$ cat src/rtl/lsu_pkg.sv
// Shared types and funct3 size encodings for the load/store unit.
package lsu_pkg;

    typedef enum logic [1:0] {
        StIdle,
        StIssue,
        StCapt,
        StResp
    } lsu_state_e;

    localparam logic [2:0] F3_B  = 3'b000;
    localparam logic [2:0] F3_H  = 3'b001;
    localparam logic [2:0] F3_W  = 3'b010;
    localparam logic [2:0] F3_BU = 3'b100;
    localparam logic [2:0] F3_HU = 3'b101;

endpackage

$ cat src/rtl/lsu_align.sv
// Combinational request decode: legality, aligned address, lane-replicated store data, size flags.
// LSU_MISALIGN_TRAP_EN makes misaligned H/HU/W illegal; otherwise they are silently aligned down.
module lsu_align
    import lsu_pkg::*;
#(
    parameter int unsigned MemSize = 1024
) (
    input  logic [2:0]  funct3_i,
    input  logic        store_i,
    input  logic [31:0] addr_i,
    input  logic [31:0] wdata_i,
    output logic        legal_o,
    output logic [31:0] addr_o,
    output logic [31:0] wdata_o,
    output logic        byte_o,
    output logic        hwrd_o,
    output logic        rdu_o
);

`ifdef LSU_MISALIGN_TRAP_EN
    localparam bit TrapMisalign = 1'b1;
`else
    localparam bit TrapMisalign = 1'b0;
`endif

    localparam logic [32:0] AddrLimit = 33'(MemSize) << 2;

    logic f3_ok;
    logic misalign;
    logic out_of_range;

    // Range check uses the raw address, before any silent alignment.
    assign out_of_range = {1'b0, addr_i} >= AddrLimit;

    always_comb begin
        f3_ok    = 1'b0;
        misalign = 1'b0;
        byte_o   = 1'b0;
        hwrd_o   = 1'b0;
        rdu_o    = 1'b0;
        addr_o   = addr_i;
        wdata_o  = wdata_i;
        case (funct3_i)
            F3_B: begin
                f3_ok   = 1'b1;
                byte_o  = 1'b1;
                wdata_o = {4{wdata_i[7:0]}};
            end
            F3_H: begin
                f3_ok     = 1'b1;
                hwrd_o    = 1'b1;
                wdata_o   = {2{wdata_i[15:0]}};
                misalign  = addr_i[0];
                addr_o[0] = 1'b0;
            end
            F3_W: begin
                f3_ok       = 1'b1;
                misalign    = |addr_i[1:0];
                addr_o[1:0] = 2'b00;
            end
            F3_BU: begin
                f3_ok  = !store_i;
                byte_o = 1'b1;
                rdu_o  = 1'b1;
            end
            F3_HU: begin
                f3_ok     = !store_i;
                hwrd_o    = 1'b1;
                rdu_o     = 1'b1;
                misalign  = addr_i[0];
                addr_o[0] = 1'b0;
            end
            default: f3_ok = 1'b0;
        endcase
    end

    assign legal_o = f3_ok && !out_of_range && !(TrapMisalign && misalign);

endmodule

$ cat src/rtl/lsu.sv
// Single-outstanding load/store unit: IDLE -> ISSUE -> (CAPT) -> RESP, all dmem outputs registered.
// Build option LSU_MISALIGN_TRAP_EN (see lsu_align) selects trapping vs. aligning misaligned ops.
module lsu
    import lsu_pkg::*;
#(
    parameter int unsigned MEMSIZE = 1024
) (
    input  logic        i_clk,
    input  logic        i_rst,
    input  logic        i_req_valid,
    output logic        o_req_ready,
    input  logic        i_req_store,
    input  logic [2:0]  i_req_funct3,
    input  logic [31:0] i_req_addr,
    input  logic [31:0] i_req_wdata,
    input  logic [4:0]  i_req_rd,
    output logic        o_resp_valid,
    input  logic        i_resp_ready,
    output logic [31:0] o_resp_data,
    output logic [4:0]  o_resp_rd,
    output logic        o_resp_err,
    output logic        o_dmem_write,
    output logic        o_dmem_rdu,
    output logic        o_dmem_byte,
    output logic        o_dmem_hwrd,
    output logic [31:0] o_dmem_addr,
    output logic [31:0] o_dmem_wdata,
    input  logic [31:0] i_dmem_result
);

    lsu_state_e  state_q, state_d;
    logic        store_q, store_d;
    logic        err_q, err_d;
    logic [4:0]  rd_q, rd_d;
    logic [31:0] resp_data_q, resp_data_d;
    logic [31:0] addr_q, addr_d;
    logic [31:0] wdata_q, wdata_d;
    logic        byte_q, byte_d;
    logic        hwrd_q, hwrd_d;
    logic        rdu_q, rdu_d;

    logic        al_legal;
    logic [31:0] al_addr;
    logic [31:0] al_wdata;
    logic        al_byte;
    logic        al_hwrd;
    logic        al_rdu;

    lsu_align #(
        .MemSize (MEMSIZE)
    ) u_align (
        .funct3_i (i_req_funct3),
        .store_i  (i_req_store),
        .addr_i   (i_req_addr),
        .wdata_i  (i_req_wdata),
        .legal_o  (al_legal),
        .addr_o   (al_addr),
        .wdata_o  (al_wdata),
        .byte_o   (al_byte),
        .hwrd_o   (al_hwrd),
        .rdu_o    (al_rdu)
    );

    always_comb begin
        state_d     = state_q;
        store_d     = store_q;
        err_d       = err_q;
        rd_d        = rd_q;
        resp_data_d = resp_data_q;
        addr_d      = addr_q;
        wdata_d     = wdata_q;
        byte_d      = byte_q;
        hwrd_d      = hwrd_q;
        rdu_d       = rdu_q;
        unique case (state_q)
            StIdle: begin
                if (i_req_valid) begin
                    store_d     = i_req_store;
                    rd_d        = i_req_rd;
                    err_d       = !al_legal;
                    resp_data_d = '0;
                    // Illegal ops leave the dmem-facing registers at their last values.
                    if (al_legal) begin
                        addr_d  = al_addr;
                        wdata_d = al_wdata;
                        byte_d  = al_byte;
                        hwrd_d  = al_hwrd;
                        rdu_d   = al_rdu;
                        state_d = StIssue;
                    end else begin
                        state_d = StResp;
                    end
                end
            end
            StIssue: state_d = store_q ? StResp : StCapt;
            StCapt: begin
                resp_data_d = i_dmem_result;
                state_d     = StResp;
            end
            StResp: begin
                if (i_resp_ready) begin
                    state_d = StIdle;
                end
            end
            default: state_d = StIdle;
        endcase
    end

    always_ff @(posedge i_clk) begin
        if (i_rst) begin
            state_q     <= StIdle;
            store_q     <= 1'b0;
            err_q       <= 1'b0;
            rd_q        <= '0;
            resp_data_q <= '0;
            addr_q      <= '0;
            wdata_q     <= '0;
            byte_q      <= 1'b0;
            hwrd_q      <= 1'b0;
            rdu_q       <= 1'b0;
        end else begin
            state_q     <= state_d;
            store_q     <= store_d;
            err_q       <= err_d;
            rd_q        <= rd_d;
            resp_data_q <= resp_data_d;
            addr_q      <= addr_d;
            wdata_q     <= wdata_d;
            byte_q      <= byte_d;
            hwrd_q      <= hwrd_d;
            rdu_q       <= rdu_d;
        end
    end

    assign o_req_ready  = (state_q == StIdle);
    assign o_resp_valid = (state_q == StResp);
    assign o_resp_data  = resp_data_q;
    assign o_resp_rd    = rd_q;
    assign o_resp_err   = err_q;
    assign o_dmem_write = (state_q == StIssue) && store_q;
    assign o_dmem_addr  = addr_q;
    assign o_dmem_wdata = wdata_q;
    assign o_dmem_byte  = byte_q;
    assign o_dmem_hwrd  = hwrd_q;
    assign o_dmem_rdu   = rdu_q;

endmodule

$ cat config.mk
export PLATFORM = sky130hd
export DESIGN_NAME = lsu
export DESIGN_NICKNAME = d
export VERILOG_FILES = /design/src/rtl/lsu_pkg.sv /design/src/rtl/lsu_align.sv /design/src/rtl/lsu.sv
export SDC_FILE = /design/constraint.sdc
export NUM_CORES = 1
export LEC_CHECK = 0
export CORE_MARGIN = 1.5
export CORE_UTILIZATION = 40
export DETAILED_ROUTE_END_ITERATION = 10
export PLACE_DENSITY = 0.87
export SLEW_MARGIN = 40
export SYNTH_ARGS = -nofsm -noshare
export SYNTH_HDL_FRONTEND = slang
export SYNTH_SLANG_ARGS = --single-unit
$ cat constraint.sdc
create_clock -name i_clk -period 2.65 [get_ports i_clk]
set_input_delay 0.53 -clock i_clk [delete_from_list [all_inputs] [get_ports i_clk]]
set_output_delay 0.53 -clock i_clk [all_outputs]
set_load 0.02 [all_outputs]
Word level (Yosys, flattened, before mapping):

Index checks and enable logic that the tools add are counted.
Widths: inputs -> output; s select.

* register bits: 108
* input bits: 109
* output and inout bits: 108
* logic and storage cells: 51

* reduce and logical (&&, ||, !) cells: 17
* $lt $le $gt $ge: 1
* equality and inequality tests: 9
* mux-type cells: 14

Operator list (number)
* $pmux 32 s2: 2
* $ge 32x13->1 const B: 1
* $mux 32: 1
* $pmux 2 s4: 1
* $eq 3x3->1 const B: 2
* $mux 1: 6
* $mux 2: 3
* $reduce_and 2->1: 3
* $reduce_or 2->1: 3
* $reduce_or 3->1: 2
* $eq 2x2->1 const B: 2
* $eq 3x1->1 const B: 1
* $eq 3x2->1 const B: 1
* $logic_not 1->1: 3
* $logic_not 3->1: 1
* $reduce_and 3->1: 1
* $eq 2x1->1 const B: 1
* $logic_and 1x1->1: 2
* $logic_not 2->1: 1
* $ne 2x1->1 const B: 1
* $ne 2x2->1 const B: 1
* $pmux 1 s2: 1
* $reduce_bool 2->1: 1

Longest topological paths before layout:

* depth after elaboration: 7
* gate-level depth with buffers: 9
* mapped depth without buffers: 6

Hierarchy:

Synthesis repeated with hierarchy kept, for this count alone.

* cells, all modules: 555
* area, all modules: 4693.3 um2

Modules (own cells, without submodules)
* lsu: area each 3922.5 um2, sequential area each 2162.1 um2, instances 1, cells each 455
* lsu_align: area each 770.7 um2, sequential area each 0.0 um2, instances 1, cells each 100

Worst setup path before layout:

No wires, ideal clock.

* kind: register -> register
* from: register state_q[0]
* to: register addr_q[22], in the netlist o_dmem_addr[22]
* library setup time: 59 ps
* period minus slack after synthesis: 1979 ps
* required time: 2591 ps
* data arrival time: 1919 ps
* buffers on the path: 3
* stages on the path, launching flop included: 10
* setup slack: 671 ps
* path through: dfxtp_1 > inv_1 > ha_1 > and2_1 > buf_4 > and4_1 > buf_2 > a21oi_2 > clkbuf_1 > and2_1

* longest elaborated chain between the ends: 2

Ends and longest elaborated chain
* from (decl): RTL line lsu.sv:31 `lsu_state_e state_q, state_d;`
* from (signal assigned): RTL line lsu.sv:111 `state_q <= StIdle;`
* from (signal assigned): RTL line lsu.sv:122 `state_q <= state_d;`
* $logic_not 2->1
* via o_req_ready: RTL line lsu.sv:11 `output logic o_req_ready,`
* $reduce_and 3->1 (no line)
* to (signal assigned): RTL line lsu.sv:127 `addr_q <= addr_d;`
* to (decl): RTL line lsu.sv:36 `logic [31:0] addr_q, addr_d;`

The timed path passes the listed nets, and every way through them passes these cells.
A chain may end at the register's enable or synchronous reset.

Worst setup path in the final report:

* from: register state_q[1]
* to: output o_req_ready

* longest elaborated chain between the ends: 1

Ends and longest elaborated chain
* $logic_not 2->1: RTL line lsu.sv:135 `assign o_req_ready = (state_q == StIdle);`
* to (decl): RTL line lsu.sv:11

Every way passes these cells.

==> run summary <==
Run status = completed
Via density per instance = 5.39
DR vias = 4336
# setup viols final = 0
TritonCTS Buffers = 9
Synth area leader = dfxtp_1
Clock latency on the worst-skew pair = 0.37 ns
Largest net degree at the start of global routing = 48
Pwr dens = 604 nW/um^2
Pleak = 0.00234 uW
GP Congestion = 0.849
Area grow syn2layout = 57.7%
Top cells by area, synth = dfxtp_1 (50%), a21oi_1 (6.4%), a22oi_1 (5.6%)
Yosys warnings = 0
Hold Path Sink = state_q[0]$_SDFFE_PP0P_
Cell count after synthesis = 468
Clk root buf = clkbuf_8
Max-slew violations = 0
Antenna Nets Post-Route = 0
Top-count cell post-synth = dfxtp_1
Clk buf depth = 2
Wire per inst = 17.0 um
Total GRT Usage = 0.237
Area taken by multi-input logic gates = 1930 sq um
CTS tree = yes
Crit path arrival time = 1.82 ns
CP max FO = 8
Unrepaired setup endpoints after global routing = no
Number of global-route vias before repair = 4387
CTS clk-pin slew, worst paths = 0.10 ns
Worst reg2reg endpoint = o_dmem_addr[27]$_SDFFE_PP0P_
Worst R2R Path Depth = 6
FILL cells = 823
Post-CTS Resized = 0
Layout Nets = 777
Sequential cell area = 2160 sq um
R2r setup slk = 0.59 ns
IO Port Bufs = 216
Hold Crit Depth = 2
# Post-CTS Setup Buffers = 0
Critical Path Sink Type = primary output
Remaining DRCs = 0
Net count after synthesis = 581
ANT cells = 0
Reg2Reg Launch Point = state_q[0]$_SDFFE_PP0P_
Maximum clock rate = 426 MHz
Share of layout cells above drive strength 1 = 0.0837
Synthesis-stage register bit count = 108
Setup TNS = 0 ns
VDD IR max = 0.545 mV
First-pass GRT wire length = 21500 um
Die Area = 11400 sq um
Syn avg cell area = 9.18 sq um
Die H = 107 um
Initial cell density of the core = 0.414
Crit-path max cell delay = 0.68 ns
Commonest cells post-synth = dfxtp_1 (108), a21oi_1 (55), o21ai_0 (43), nor2_1 (36), nand3_1 (34)
Die width = 107 um
Post-synth EDFFs = 0
Min Tclk post-route = 2.35 ns
DRT Wirelength = 13700 um
Placed cell area = 6560 sq um
Final hold vios = 0
IO Pins = 217
Sequential area share after synthesis = 0.503
Final period utilization = 0.887
GRT overflow = 0
Final instance area = 6780 sq um
Worst Hold Class = in2reg
Drt pass-1 iters = 4
Std-Cell Rows = 37
Area share of the largest cell type after synthesis = 0.503
Hold Buf Count CTS = 0
# clock sinks = 108
Distinct cells, synth = 34
Crit start category = flop
Core area = 10400 sq um
Top_reg_cell synth = dfxtp_1
Max_cap viols = 0
Worst-margin pin slew = 0.636 ns
Initial drt markers = 215
Fraction of registers with async set/reset = 0
CP Data Required Time = 2.12 ns
Rel. slew slack = 0.576
Setup CP Type = reg2out
H-tree levels = 3
Crit path cell chain = inv_1, ha_1, clkdlybuf4s50_1
Post-DP HPWL = 9970 um
Worst Skew = 0.0107 ns
HP Start = i_rst
CP max-delay cell = clkdlybuf4s50_1
Initial antenna violation count = 0
Mapped cell area = 4300 sq um
==> worst max-delay path, delay by kind of cell, from the launching register on <==
family | cells | cell delay (ns)
DFF | 1 | 0.36
buffers and inverters | 2 | 0.79
adders and majority gates | 1 | 0.31
==> metrics by stage <==
step | setup WS [ns] | utilization | cells | hold slack (ns) | power, uW
4_1_cts | 0.266 | 0.654 | 805 | 0.404 | 4130
3_5_place_dp | 0.251 | 0.632 | 789 | 0.445 | 3010
2_1_floorplan | 0.671 | - | 468 | 0.432 | 2460
5_1_grt | 0.165 | 0.654 | 805 | 0.402 | 4290
6_report | 0.301 | 0.654 | 805 | 0.420 | 4090
3_3_place_gp | 0.239 | 0.632 | 789 | 0.443 | 2970
==> worst max-delay path by stage <==
| stage | start | end | slack, ns | cells after the start |
|---|---|---|---|---|
| detailed placement | i_req_funct3[1] | o_dmem_addr[12]$_SDFFE_PP0P_ | 0.25 | 5 |
| finish | state_q[1]$_SDFFE_PP0P_ | o_req_ready | 0.30 | 3 |
| global placement | i_req_valid | o_resp_data[18]$_SDFFE_PP0P_ | 0.24 | 5 |
| CTS | state_q[1]$_SDFFE_PP0P_ | o_req_ready | 0.27 | 3 |
| floorplan | state_q[0]$_SDFFE_PP0P_ | o_dmem_addr[22]$_SDFFE_PP0P_ | 0.67 | 9 |
| global route | state_q[1]$_SDFFE_PP0P_ | o_req_ready | 0.17 | 3 |
==> report_power, final <==
part	total, uW	leakage [uW]	internal, uW	switching, uW
Sequential	1830	0.000874	1750	79.4
Clock	1110	0.000106	538	572
Combinational	1160	0.00136	546	609
Total	4090	0.00234	2830	1260
==> state kept, by name (all words and copies together), names as in the netlist <==
signal / flops
o_dmem_wdata: 32
o_dmem_byte: 1
o_dmem_addr: 32
o_resp_data: 32
o_dmem_hwrd: 1
store_q: 1
o_resp_rd: 5
o_resp_err: 1
state_q: 2
o_dmem_rdu: 1
==> per-layer routing <==
metal  vias up  share of wire  global-route usage
met2       203           0.49               0.395
met3        35          0.071              0.0480
met1      2040           0.41               0.288
met4         0          0.034               0.121
met5         -              0                   0
li1       2058              -                   -
==> cells by family (layout without fill, tap and decap cells) <==
logic type               count (synthesis)  in the layout  share of synthesized area
buffers and inverters                   48            249                     0.0486
adder cells (fa/ha/maj)                  4              4                     0.0116
AND/OR/NAND/NOR                        134            134                      0.172
flip-flops                             108            108                      0.503
AO/OA/AOI/OAI                          150            150                      0.204
multiplexers                            24             24                     0.0606
==> area by class of cell <==
type,count,area share
timing repair buffer,228,0.335
clock buffer,9,0.0183
tap,136,0.0251
clock inverter,7,0.0144
sequential,108,0.319
multi-input combinational,312,0.285
inverter,5,0.00277
==> layout by cell type (no fill, tap or decap), types with 9 or more instances in the layout <==
cell type        instances
a22oi_1                 32
mux2_2                  16
o21ai_0                 43
nand2_1                 23
and2_1                  22
nor2_1                  35
a21oi_1                 54
clkbuf_8                 9
clkdlybuf4s50_1        215
nand3_1                 34
buf_4                   10
dfxtp_1                108
Note: power is estimated with default switching activity, not from simulation.
